## src/rtl/data_memory_ctrl_if.sv

```systemverilog
// data_memory_ctrl_if
// Access bus between the load/store unit and the data memory controller.
//   master: drives enable, write_enable, address, data_in, clear
//           and observes data_out, rd_valid, busy, parity_err
//   slave : the memory controller side of the same signals
interface data_memory_ctrl_if #(
    parameter int WIDTH = 8,
    parameter int DEPTH = 16
) ();
    localparam int AW = (DEPTH > 1) ? $clog2(DEPTH) : 1;

    logic             enable;
    logic             write_enable;
    logic [AW-1:0]    address;
    logic [WIDTH-1:0] data_in;
    logic             clear;
    logic [WIDTH-1:0] data_out;
    logic             rd_valid;
    logic             busy;
    logic             parity_err;

    modport master (
        output enable, write_enable, address, data_in, clear,
        input  data_out, rd_valid, busy, parity_err
    );

    modport slave (
        input  enable, write_enable, address, data_in, clear,
        output data_out, rd_valid, busy, parity_err
    );
endinterface

```

## src/rtl/data_memory_ctrl.sv

```systemverilog
// data_memory_ctrl
// Single-port data RAM with a registered read port, a read-valid strobe and
// a clear sequencer that zero-fills the array after reset or on request.
// Ports:
//   clk   - rising-edge clock
//   rst_n - asynchronous active-low reset (restarts the zero-fill sweep)
//   bus   - data_memory_ctrl_if.slave: enable, write_enable, address,
//           data_in, clear in; data_out, rd_valid, busy, parity_err out
// Optional feature: define DATA_MEMORY_PARITY_EN to store an even-parity bit
// per word and flag mismatches on read via parity_err.
module data_memory_ctrl #(
    parameter int WIDTH = 8,
    parameter int DEPTH = 16
) (
    input  logic                  clk,
    input  logic                  rst_n,
    data_memory_ctrl_if.slave     bus
);
    localparam int AW = (DEPTH > 1) ? $clog2(DEPTH) : 1;
`ifdef DATA_MEMORY_PARITY_EN
    localparam int MW = WIDTH + 1;
`else
    localparam int MW = WIDTH;
`endif
    localparam logic [AW:0]   DEPTH_L  = (AW+1)'(DEPTH);
    localparam logic [AW-1:0] PTR_LAST = AW'(DEPTH - 1);

    typedef enum logic [0:0] {
        ST_SWEEP = 1'b0,
        ST_IDLE  = 1'b1
    } state_t;

    state_t           state_q, state_d;
    logic [AW-1:0]    ptr_q, ptr_d;
    logic [WIDTH-1:0] data_out_q, data_out_d;
    logic             rd_valid_q, rd_valid_d;
    logic             busy_q, busy_d;
    logic             parity_err_q, parity_err_d;

    logic [MW-1:0]    mem_q [DEPTH];
    logic             wr_en_s;
    logic [AW-1:0]    wr_addr_s;
    logic [MW-1:0]    wr_data_s;
    logic             in_range_s;
    logic [MW-1:0]    rd_word_s;

    // Build the stored word; with parity the top bit is the XOR of the data.
    function automatic logic [MW-1:0] encode_word(input logic [WIDTH-1:0] d);
`ifdef DATA_MEMORY_PARITY_EN
        return {^d, d};
`else
        return d;
`endif
    endfunction

`ifdef DATA_MEMORY_PARITY_EN
    // Even parity over data plus stored bit is zero for an intact word.
    function automatic logic word_corrupt(input logic [MW-1:0] w);
        return ^w;
    endfunction
`endif

    assign in_range_s = ({1'b0, bus.address} < DEPTH_L);
    assign rd_word_s  = mem_q[bus.address];

    // State register and registered outputs.
    always_ff @(posedge clk or negedge rst_n) begin
        if (!rst_n) begin
            state_q      <= ST_SWEEP;
            ptr_q        <= '0;
            data_out_q   <= '0;
            rd_valid_q   <= 1'b0;
            busy_q       <= 1'b1;
            parity_err_q <= 1'b0;
        end else begin
            state_q      <= state_d;
            ptr_q        <= ptr_d;
            data_out_q   <= data_out_d;
            rd_valid_q   <= rd_valid_d;
            busy_q       <= busy_d;
            parity_err_q <= parity_err_d;
        end
    end

    // Next-state logic: sweep walks ptr to DEPTH-1, clear restarts it.
    always_comb begin
        state_d = state_q;
        ptr_d   = ptr_q;
        case (state_q)
            ST_SWEEP: begin
                if (ptr_q == PTR_LAST) begin
                    state_d = ST_IDLE;
                    ptr_d   = '0;
                end else begin
                    ptr_d   = ptr_q + AW'(1);
                end
            end
            ST_IDLE: begin
                if (bus.clear) begin
                    state_d = ST_SWEEP;
                    ptr_d   = '0;
                end else begin
                    state_d = ST_IDLE;
                end
            end
            default: begin
                state_d = ST_SWEEP;
                ptr_d   = '0;
            end
        endcase
    end

    // Output logic: array write port and next values of registered outputs.
    always_comb begin
        wr_en_s      = 1'b0;
        wr_addr_s    = ptr_q;
        wr_data_s    = encode_word('0);
        data_out_d   = data_out_q;
        rd_valid_d   = 1'b0;
        parity_err_d = 1'b0;
        busy_d       = (state_d == ST_SWEEP);
        case (state_q)
            ST_SWEEP: begin
                wr_en_s = 1'b1;
            end
            ST_IDLE: begin
                if (bus.clear) begin
                    // clear wins over any access in the same cycle
                    wr_en_s = 1'b0;
                end else if (bus.enable && bus.write_enable) begin
                    if (in_range_s) begin
                        wr_en_s   = 1'b1;
                        wr_addr_s = bus.address;
                        wr_data_s = encode_word(bus.data_in);
                    end else begin
                        wr_en_s   = 1'b0;
                    end
                end else if (bus.enable) begin
                    rd_valid_d = 1'b1;
                    if (in_range_s) begin
                        data_out_d = rd_word_s[WIDTH-1:0];
`ifdef DATA_MEMORY_PARITY_EN
                        parity_err_d = word_corrupt(rd_word_s);
`else
                        parity_err_d = 1'b0;
`endif
                    end else begin
                        data_out_d = '0;
                    end
                end else begin
                    rd_valid_d = 1'b0;
                end
            end
            default: begin
                wr_en_s = 1'b0;
            end
        endcase
    end

    // Storage array; contents are initialised by the sweep, not by reset.
    always_ff @(posedge clk) begin
        if (wr_en_s) begin
            mem_q[wr_addr_s] <= wr_data_s;
        end
    end

    assign bus.data_out   = data_out_q;
    assign bus.rd_valid   = rd_valid_q;
    assign bus.busy       = busy_q;
    assign bus.parity_err = parity_err_q;
endmodule

```

## src/flat_wrapper.sv

```systemverilog
// flat-port wrapper written by rule: the top's interface ports become plain ports
module data_memory_ctrl_flat 
#(
    parameter int WIDTH = 8,
    parameter int DEPTH = 16
)
  (clk, rst_n, bus_enable, bus_write_enable, bus_address, bus_data_in, bus_clear, bus_data_out, bus_rd_valid, bus_busy, bus_parity_err);
  data_memory_ctrl_if #(.WIDTH(WIDTH), .DEPTH(DEPTH)) bus_i ();
  input  logic clk;
  input  logic rst_n;
  input wire logic [$bits(bus_i.enable)-1:0] bus_enable;
  input wire logic [$bits(bus_i.write_enable)-1:0] bus_write_enable;
  input wire logic [$bits(bus_i.address)-1:0] bus_address;
  input wire logic [$bits(bus_i.data_in)-1:0] bus_data_in;
  input wire logic [$bits(bus_i.clear)-1:0] bus_clear;
  output wire logic [$bits(bus_i.data_out)-1:0] bus_data_out;
  output wire logic [$bits(bus_i.rd_valid)-1:0] bus_rd_valid;
  output wire logic [$bits(bus_i.busy)-1:0] bus_busy;
  output wire logic [$bits(bus_i.parity_err)-1:0] bus_parity_err;
  assign bus_i.enable = bus_enable;
  assign bus_i.write_enable = bus_write_enable;
  assign bus_i.address = bus_address;
  assign bus_i.data_in = bus_data_in;
  assign bus_i.clear = bus_clear;
  assign bus_data_out = bus_i.data_out;
  assign bus_rd_valid = bus_i.rd_valid;
  assign bus_busy = bus_i.busy;
  assign bus_parity_err = bus_i.parity_err;
  data_memory_ctrl #(.WIDTH(WIDTH), .DEPTH(DEPTH)) u_core (.clk(clk), .rst_n(rst_n), .bus(bus_i));
endmodule
```

## config.mk

```make
export PLATFORM = sky130hd
export DESIGN_NAME = data_memory_ctrl_flat
export DESIGN_NICKNAME = d
export VERILOG_FILES = /design/src/rtl/data_memory_ctrl_if.sv /design/src/rtl/data_memory_ctrl.sv /design/src/flat_wrapper.sv
export SDC_FILE = /design/constraint.sdc
export NUM_CORES = 1
export LEC_CHECK = 0
export CAP_MARGIN = 20
export CORE_ASPECT_RATIO = 2
export CORE_MARGIN = 3
export CORE_UTILIZATION = 59
export DETAILED_ROUTE_END_ITERATION = 6
export GPL_ROUTABILITY_DRIVEN = 0
export GPL_TIMING_DRIVEN = 1
export MAX_ROUTING_LAYER = met4
export PLACE_DENSITY = 0.88
export REMOVE_ABC_BUFFERS = 1
export SLEW_MARGIN = 0
export SYNTH_ARGS = -nofsm -noshare
export SYNTH_HDL_FRONTEND = slang
export SYNTH_SLANG_ARGS = --single-unit
```

## constraint.sdc

```tcl
create_clock -name clk -period 2.1 [get_ports clk]
set_input_delay 0.21 -clock clk [delete_from_list [all_inputs] [get_ports clk]]
set_output_delay 0.21 -clock clk [all_outputs]
set_load 0.02 [all_outputs]
```

[Yosys cells after proc, flatten, opt, wreduce, memory -nomap -nowiden]
Memory sizes are Yosys's and may differ from the RTL's. A register that Yosys moved wholly into a read port is not among the register bits.
Cells that the tools add are included.
Operators by class
  bitwise operators: 4
  eq/ne operators: 2
  mux-type cells: 21
  reduce and logical (&&, ||, !) cells: 3
  add/subtract/negate cells: 1
Operators by type and width (number)
  8-bit 2-to-1 mux: 3
  4-bit 2-to-1 mux: 5
  1-bit 2-to-1 mux: 10
  4-bit one-hot mux with 2 select lines: 1
  4-bit by 1-bit adder with 4-bit output, second input constant: 1
  4-bit equality test, second input constant: 1
  1-bit NOT: 4
  1-bit one-hot mux with 2 select lines: 2
  4-bit AND reduction: 1
  2-bit inequality test, second input constant: 1
  1-bit logical AND: 1
  1-bit logical NOT: 1
Storage, ports and cells
  memory bits (writable): 128
  word-level logic and storage cells: 36
  register bits after elaboration: 7
  memories: 1
Memory list
  u_core.mem_q: depth 16, bits a word 8, rd ports 1, clocked after Yosys merged registers in 1, write ports 1, RTL line data_memory_ctrl.sv:40  | logic [MW-1:0] mem_q [DEPTH];

[Longest topological paths before layout]
Gate-level depths: netlist of run 1.
  word-level depth: 6
  mapped depth: 6
  mapped depth without buffers: 5

[Worst setup path before layout of run 1]
No wires, ideal clock.
  kind: flip-flop to flip-flop
  start point: reg u_core.state_q
  end point: mem u_core.mem_q[10][0] in the netlist's numbering, enable pin
  required time: 1.730 ns
  setup time: 0.370 ns
  path slack: 0.216 ns
  arrival time: 1.513 ns
  path buffers: 2
  stages on the path, launching flop included: 7
  clock period less this slack: 1.884 ns
  path through: dfrtp_1 -> buf_2 -> and4b_1 -> buf_2 -> nor3b_1 -> a31oi_1 -> nor2_1
Between the ends
  word-level cells in the longest chain between the ends: 4
  elaborated cells between the ends (all ways): 5
Ends and longest elaborated chain
  from (decl): RTL line data_memory_ctrl.sv:33  | state_t state_q, state_d;
  from (signal assigned): RTL line data_memory_ctrl.sv:76  | state_q <= state_d;
  1-bit NOT
  1-bit one-hot mux with 2 select lines: RTL line data_memory_ctrl.sv:122  | case (state_q)
  1-bit 2-to-1 mux: RTL line data_memory_ctrl.sv:162  | if (wr_en_s) begin
  1-bit 2-to-1 mux (implied by the code): RTL line data_memory_ctrl.sv:163  | mem_q[wr_addr_s] <= wr_data_s;
  to (decl): RTL line data_memory_ctrl.sv:40
Several ways; a longest one is shown, not always the timed one.

[Final worst setup path of run 1]
  start point: reg u_core.ptr_q[0]
  end point: mem u_core.mem_q[7][3] in the netlist's numbering, enable pin
Between the ends
  word-level cells in the longest chain between the ends: 3
Ends and longest elaborated chain
  from (decl): RTL line data_memory_ctrl.sv:34  | logic [AW-1:0] ptr_q, ptr_d;
  from (signal assigned): RTL line data_memory_ctrl.sv:77  | ptr_q <= ptr_d;
  4-bit 2-to-1 mux: RTL line data_memory_ctrl.sv:130  | end else if (bus.enable && bus.write_enable) begin
  4-bit 2-to-1 mux: RTL line data_memory_ctrl.sv:127  | if (bus.clear) begin
  4-bit 2-to-1 mux (*): RTL line data_memory_ctrl.sv:122
Mark *: on every way between the ends. The rest lies on a longest branch, timed or not.

==> impl_metrics.ini, run 1 <==
[cells_and_area]
instances_no_fill = 487
fill_cells = 453
antennaDiodeCount = 0
num-nets-final = 390
seqCellArea_um2 = 4220
area_growth_pct = 23.1
drive_gt1_frac = 0.277
multi_input_area_um2 = 1380

[routing]
drtIter0Drc = 451
first_pass_iters = 5
dr_total_vias = 3280
via_per_inst = 6.74
antenna_left = 0
routed_wl_um = 13200
drc = 0
wl_per_cell_um = 27.1

[global_routing]
grt.total_usage = 0.272
grt_max_degree = 20
grt_pass1_vias = 3369
grt_pass1_wl_um = 20000
antenna_found_initial = 0
overflow = 0

[logic_synthesis]
synth-seq-cells = 143
yosys-top-cells-count = edfxtp_1, mux4_2, nor2_1, dfrtp_1, nand2_1
synth_top_family_by_area = multiplexers
synthAdderAreaFrac = 0.00219
yosysUniqueCellTypes = 40
ys.flop_type = edfxtp_1
synth_compound_area_frac = 0.0374
muxShareOfSynthArea = 0.151
synth_edf_count = 128
yosys.area_share.simple = 0.0466
yosys.cell_count.top_type = edfxtp_1
synth_area_leaders = edfxtp_1, mux4_2, dfrtp_1
yosysTopAreaCell = edfxtp_1
syn-instance-count = 295
synthArstFlopShare = 0.105
synth_warnings = 0
syn_area_um2 = 5720
ys_seq_area_frac = 0.738
synth_xor_area_frac = 0.00153
syn_avg_cell_area_um2 = 19.4
synth_top_area_share = 0.672

[power_and_ir_drop]
power.density_nw_per_um2 = 1220
ir_drop_mv = 0.759
leakagePower_nw = 2.56
finalPower_mw = 8.62

[outcome]
status = complete, no violations

[floorplan]
ios = 28
die_w_um = 75.6
die_y_um = 145
fp.dieArea_um2 = 11000
rows = 50
start_util = 0.609
core_area_um2 = 9380

[clock_network]
cts_tree = built
cts_max_path_buffers = 2
worstSkewPairLatency_ns = 0.41
cts_root_buffer = clkbuf_16
h-tree-depth = 4
numClockSinks = 143
numCtsBuffers = 17
postCtsSetupRepairBufs = 0
path_clk_slew_ns = 0.06

[timing]
relSlewSlack = 0.528
maxSlewViolCount = 0
period_share = 0.988
fin_skew_ns = 0.00680
finalSetupViolCount = 0
max_slew.worst_pin.slew_ns = 0.705
hold_slack_ns = 0.221
hold_violations = 0
finalCriticalPeriod_ns = 2.07
fmax_mhz = 482

[critical_path]
cp.required_ns = 2.22
path_max_fanout = 8
worstPathArrival_ns = 2.20
crit_chain = nand2_1 -> nor2_1 -> a31oi_1 -> buf_4 -> nor2_1 -> buf_4
end_kind = flop
crit_path_start_kind = flop
cp_slowest_stage_delay_ns = 0.59
worstSetupPathType = reg -> reg
cp_slowest_cell = dfrtp_1

[job]
maxCapViolCount = 0

[placed_design]
dp_hpwl_um = 8650
dp_cells = 457
port_buffers = 26

[min_path]
min_path_type = in -> async
-- registers in the layout (all words and copies together), names as in the netlist --
register	flops
u_core.bus.busy	1
u_core.bus.data_out	8
u_core.ptr_q	4
u_core.mem_q	128
u_core.state_q	1
u_core.bus.rd_valid	1
-- power by group --
part | internal, mW | total (mW) | leakage, nW | switching (mW)
clock | 1.96 | 3.02 | 0.287 | 1.06
combinational | 0.696 | 1.66 | 0.877 | 0.968
sequential | 3.67 | 3.94 | 1.40 | 0.263
total | 6.33 | 8.62 | 2.56 | 2.29
-- metrics by stage --
step,TNS (ns),utilization,area (um2),worst slack (ns)
2_1_floorplan,0,-,5620,0.166
3_3_place_gp,-12.35,0.685,6430,-0.209
3_5_place_dp,-26.72,0.685,6430,-0.417
4_1_cts,-0.165,0.750,7040,-0.0225
5_1_grt,-0.218,0.750,7040,-0.0290
6_report,0,0.750,7040,0.0255
-- layout by cell type, fill, tap and decap left out, types with 9 or more instances in the layout --
master           count
buf_4               38
clkbuf_16           17
clkdlybuf4s50_1     25
dfrtp_1             14
edfxtp_1           128
mux2i_1             11
mux4_1               9
mux4_2              23
nand2_1             13
nor2_1              19
-- kinds of logic after synthesis --
kind of cell	count (synthesis)
flip-flops	143
AND/OR/NAND/NOR	55
multiplexers	43
AO/OA/AOI/OAI	30
buffers and inverters	21
adder cells (fa/ha/maj)	1
other	1
XOR/XNOR	1
-- path summary, 6_finish.rpt --
check                                            start  slack [ns]                     end  cells past startpoint
worst max-delay path                   u_core.ptr_q[0]        0.03      u_core.mem_q[7][3]                      6
max in group asynchronous                        rst_n        1.44  u_core.bus.data_out[4]                      1
min in group clk                u_core.bus.data_out[2]        0.50  u_core.bus.data_out[2]                      2
worst min-delay path                             rst_n        0.22  u_core.bus.data_out[3]                      1
worst min register to register  u_core.bus.data_out[2]        0.50  u_core.bus.data_out[2]                      2
worst max register to register         u_core.ptr_q[0]        0.03      u_core.mem_q[7][3]                      6
-- timing repair --
| item | CTS | global route |
|---|---|---|
| pin swaps | 0 | 0 |
| hold buffers | 0 | 0 |
| endpoints found under the setup margin | 16 | 52 |
| gates resized for setup | 2 | 3 |
-- critical path: cells and delay by family, from the launching register on --
| family | cells | cell delay [ns] |
|---|---|---|
| AO/OA/AOI/OAI | 1 | 0.11 |
| buffers and inverters | 2 | 0.44 |
| flip-flops | 1 | 0.59 |
| AND/OR/NAND/NOR | 3 | 0.66 |
-- layout make-up --
| type | instances | area share |
|---|---|---|
| Tap cell | 104 | 0.0185 |
| Multi-Input combinational cell | 131 | 0.196 |
| Inverter | 8 | 0.00426 |
| Clock buffer | 18 | 0.0609 |
| Clock inverter | 12 | 0.0242 |
| Timing Repair Buffer | 71 | 0.0967 |
| Sequential cell | 143 | 0.599 |
-- routing by layer --
layer	track usage	vias to the layer above	wire length, um
met4	0.144	0	773
met5	-	-	0
met2	0.443	223	7330
met3	0.0652	60	830
li1	-	1352	-
met1	0.296	1645	4240
(Power assumes the default switching activity.)
==> run 2: changes to the inputs <==
--- a/config.mk
+++ b/config.mk
@@ -8,12 +8,12 @@
 export CAP_MARGIN = 20
 export CORE_ASPECT_RATIO = 2
 export CORE_MARGIN = 3
-export CORE_UTILIZATION = 59
+export CORE_UTILIZATION = 54
 export DETAILED_ROUTE_END_ITERATION = 6
 export GPL_ROUTABILITY_DRIVEN = 0
 export GPL_TIMING_DRIVEN = 1
 export MAX_ROUTING_LAYER = met4
-export PLACE_DENSITY = 0.88
+export PLACE_DENSITY = 0.86
 export REMOVE_ABC_BUFFERS = 1
 export SLEW_MARGIN = 0
 export SYNTH_ARGS = -nofsm -noshare
==> constraint.sdc (replaced) <==
create_clock -name clk -period 1.7 [get_ports clk]
set_input_delay 0.17 -clock clk [delete_from_list [all_inputs] [get_ports clk]]
set_output_delay 0.17 -clock clk [all_outputs]
set_load 0.02 [all_outputs]
==> run 2 against run 1 <==
Effect of this change: the flow now finishes with violations (setup timing); cell area rose by 8.1%; final cell count increased by 9.2%; flip-flop and latch count stayed put; critical endpoint is now u_core.mem_q[5][7].
==> impl_metrics.ini, run 2 (synthesized netlist as in run 1, its figures left out) <==
[outcome]
status = finished with violations
violations = setup timing

[cells_and_area]
area_growth_pct = 33.1
num-nets-final = 403
largest_register_ffs = 128
top_register = u_core.mem_q
mostFrequentLayoutCell = edfxtp_1
fill_cells = 520
fin_util = 0.745
antennaDiodeCount = 0
drive_gt1_frac = 0.388
final_cell_mix = edfxtp_1, buf_4, mux4_2, clkdlybuf4s50_1, clkbuf_16

[critical_path]
worstSetupPathType = reg -> reg
crit_buf_inv = 2
path_delay_family = simple AND/OR/NAND/NOR gates
r2r_start = u_core.state_q
critPathMostFrequentCell = buf_6
crit_path_start_kind = flop
rr_endpoint = u_core.mem_q[5][7]
ff2ff_path_depth = 6
end_kind = flop
cp.required_ns = 1.83
cp_slowest_cell = dfrtp_1
cp_num_cells = 6
r2r_slack_ns = -0.19
path_max_fanout = 8
worstPathArrival_ns = 2.02
cp_slowest_stage_delay_ns = 0.41
crit_chain = and4b_4 -> buf_6 -> nor3b_4 -> a31oi_4 -> nor2_2 -> buf_6

[power_and_ir_drop]
ir_drop_mv = 0.958
leakagePower_nw = 2.69
p_sw_mw = 3.55
power.density_nw_per_um2 = 1520
clkPwrFrac = 0.311
pwr-share-seq = 0.425
power_frac_comb = 0.263
finalPower_mw = 11.5
internal-power_mw = 7.99
switching_share = 0.308

[routing]
dr_wl_met2_um = 8710
via_per_inst = 6.49
highest_layer = met4
routed_wl_um = 16200
met3_length_um = 1050
drtIter0Drc = 407
drc = 0
first_pass_iters = 5
antenna_left = 0
dr_total_vias = 3455
wl_per_cell_um = 30.4
wl_met1_um = 5240

[clock_network]
h-tree-depth = 4
numClockSinks = 143
worstSkewPairLatency_ns = 0.42
path_clk_slew_ns = 0.07
cts_max_path_buffers = 2
cts_tree = built
cts_root_buffer = clkbuf_16
numCtsBuffers = 17

[floorplan]
rows = 52
die_y_um = 152
die_w_um = 78.8
ios = 28
fp.dieArea_um2 = 11900
core_area_um2 = 10200
start_util = 0.560

[timing]
fin_skew_ns = 0.00769
period_share = 1.11
hold_slack_ns = 0.119
fmax_mhz = 529
grt_setup_unrepaired = true
setup_slack_ns = -0.191
maxSlewViolCount = 0
finalCriticalPeriod_ns = 1.89
hold_violations = 0
finalSetupViolCount = 114

[global_routing]
antenna_found_initial = 0
overflow = 0
grt_pass1_vias = 3470
grt_max_degree = 24
grt.total_usage = 0.286
grt_pass1_wl_um = 22300

[placed_design]
dp_hpwl_um = 8580
port_buffers = 26

[min_path]
min_path_type = in -> async

[job]
maxCapViolCount = 0
run 2: worst max path at each step:
stage,from,to,slack (ns)
2_1_floorplan,u_core.state_q,u_core.mem_q[8][0],-0.23
3_3_place_gp,bus_clear,u_core.mem_q[10][1],-0.59
3_5_place_dp,bus_clear,u_core.mem_q[10][4],-0.74
4_1_cts,u_core.state_q,u_core.mem_q[7][6],-0.04
5_1_grt,u_core.state_q,u_core.mem_q[5][7],-0.22
6_report,u_core.state_q,u_core.mem_q[5][7],-0.19
run 2: power groups by stage:
| stage | clock (mW) | sequential (mW) | combinational, mW |
|---|---|---|---|
| after floorplan | 0 | 4.81 | 0.892 |
| after global placement | 0 | 4.79 | 1.82 |
| after detailed placement | 0 | 4.84 | 1.93 |
| after CTS | 3.56 | 4.84 | 2.42 |
| after global routing | 3.76 | 4.93 | 3.12 |
| final | 3.60 | 4.91 | 3.04 |
run 2: worst reg2reg max path, stage by stage (launching register included):
cell	delay [ns]
dfrtp_1	0.41
and4b_4	0.26
buf_6	0.15
nor3b_4	0.34
a31oi_4	0.12
nor2_2	0.15
buf_6	0.17
run 2: final cells by class:
cell class	instances	area [um2]	share of cell area
sequential	143	4220	0.555
multi-input combinational	131	1650	0.217
timing repair buffer	84	967	0.127
clock buffer	17	425	0.0559
tap	135	169	0.0222
clock inverter	14	141	0.0186
inverter	8	30.0	0.00395
run 2: what timing repair did:
| item | in CTS | in global routing |
|---|---|---|
| pin swaps | 4 | 11 |
| buffers inserted | 6 | 7 |
| resized for setup | 56 | 33 |
| hold buffers | 0 | 0 |
| endpoints found under the setup margin | 129 | 134 |
run 2: routing by layer:
metal	up-vias	global-route usage
li1	1384	-
met3	73	0.0609
met2	236	0.486
met4	0	0.229
met1	1762	0.276
met5	-	-
run 2: through the flow:
step | setup TNS (ns) | std cells | cell area [um2] | setup WS, ns
2_1_floorplan | -27.87 | 282 | 5620 | -0.234
4_1_cts | -0.688 | 525 | 7390 | -0.0361
5_1_grt | -16.41 | 532 | 7610 | -0.223
6_report | -12.74 | 532 | 7610 | -0.191
3_5_place_dp | -87.94 | 488 | 6510 | -0.743
3_3_place_gp | -71.07 | 488 | 6510 | -0.589
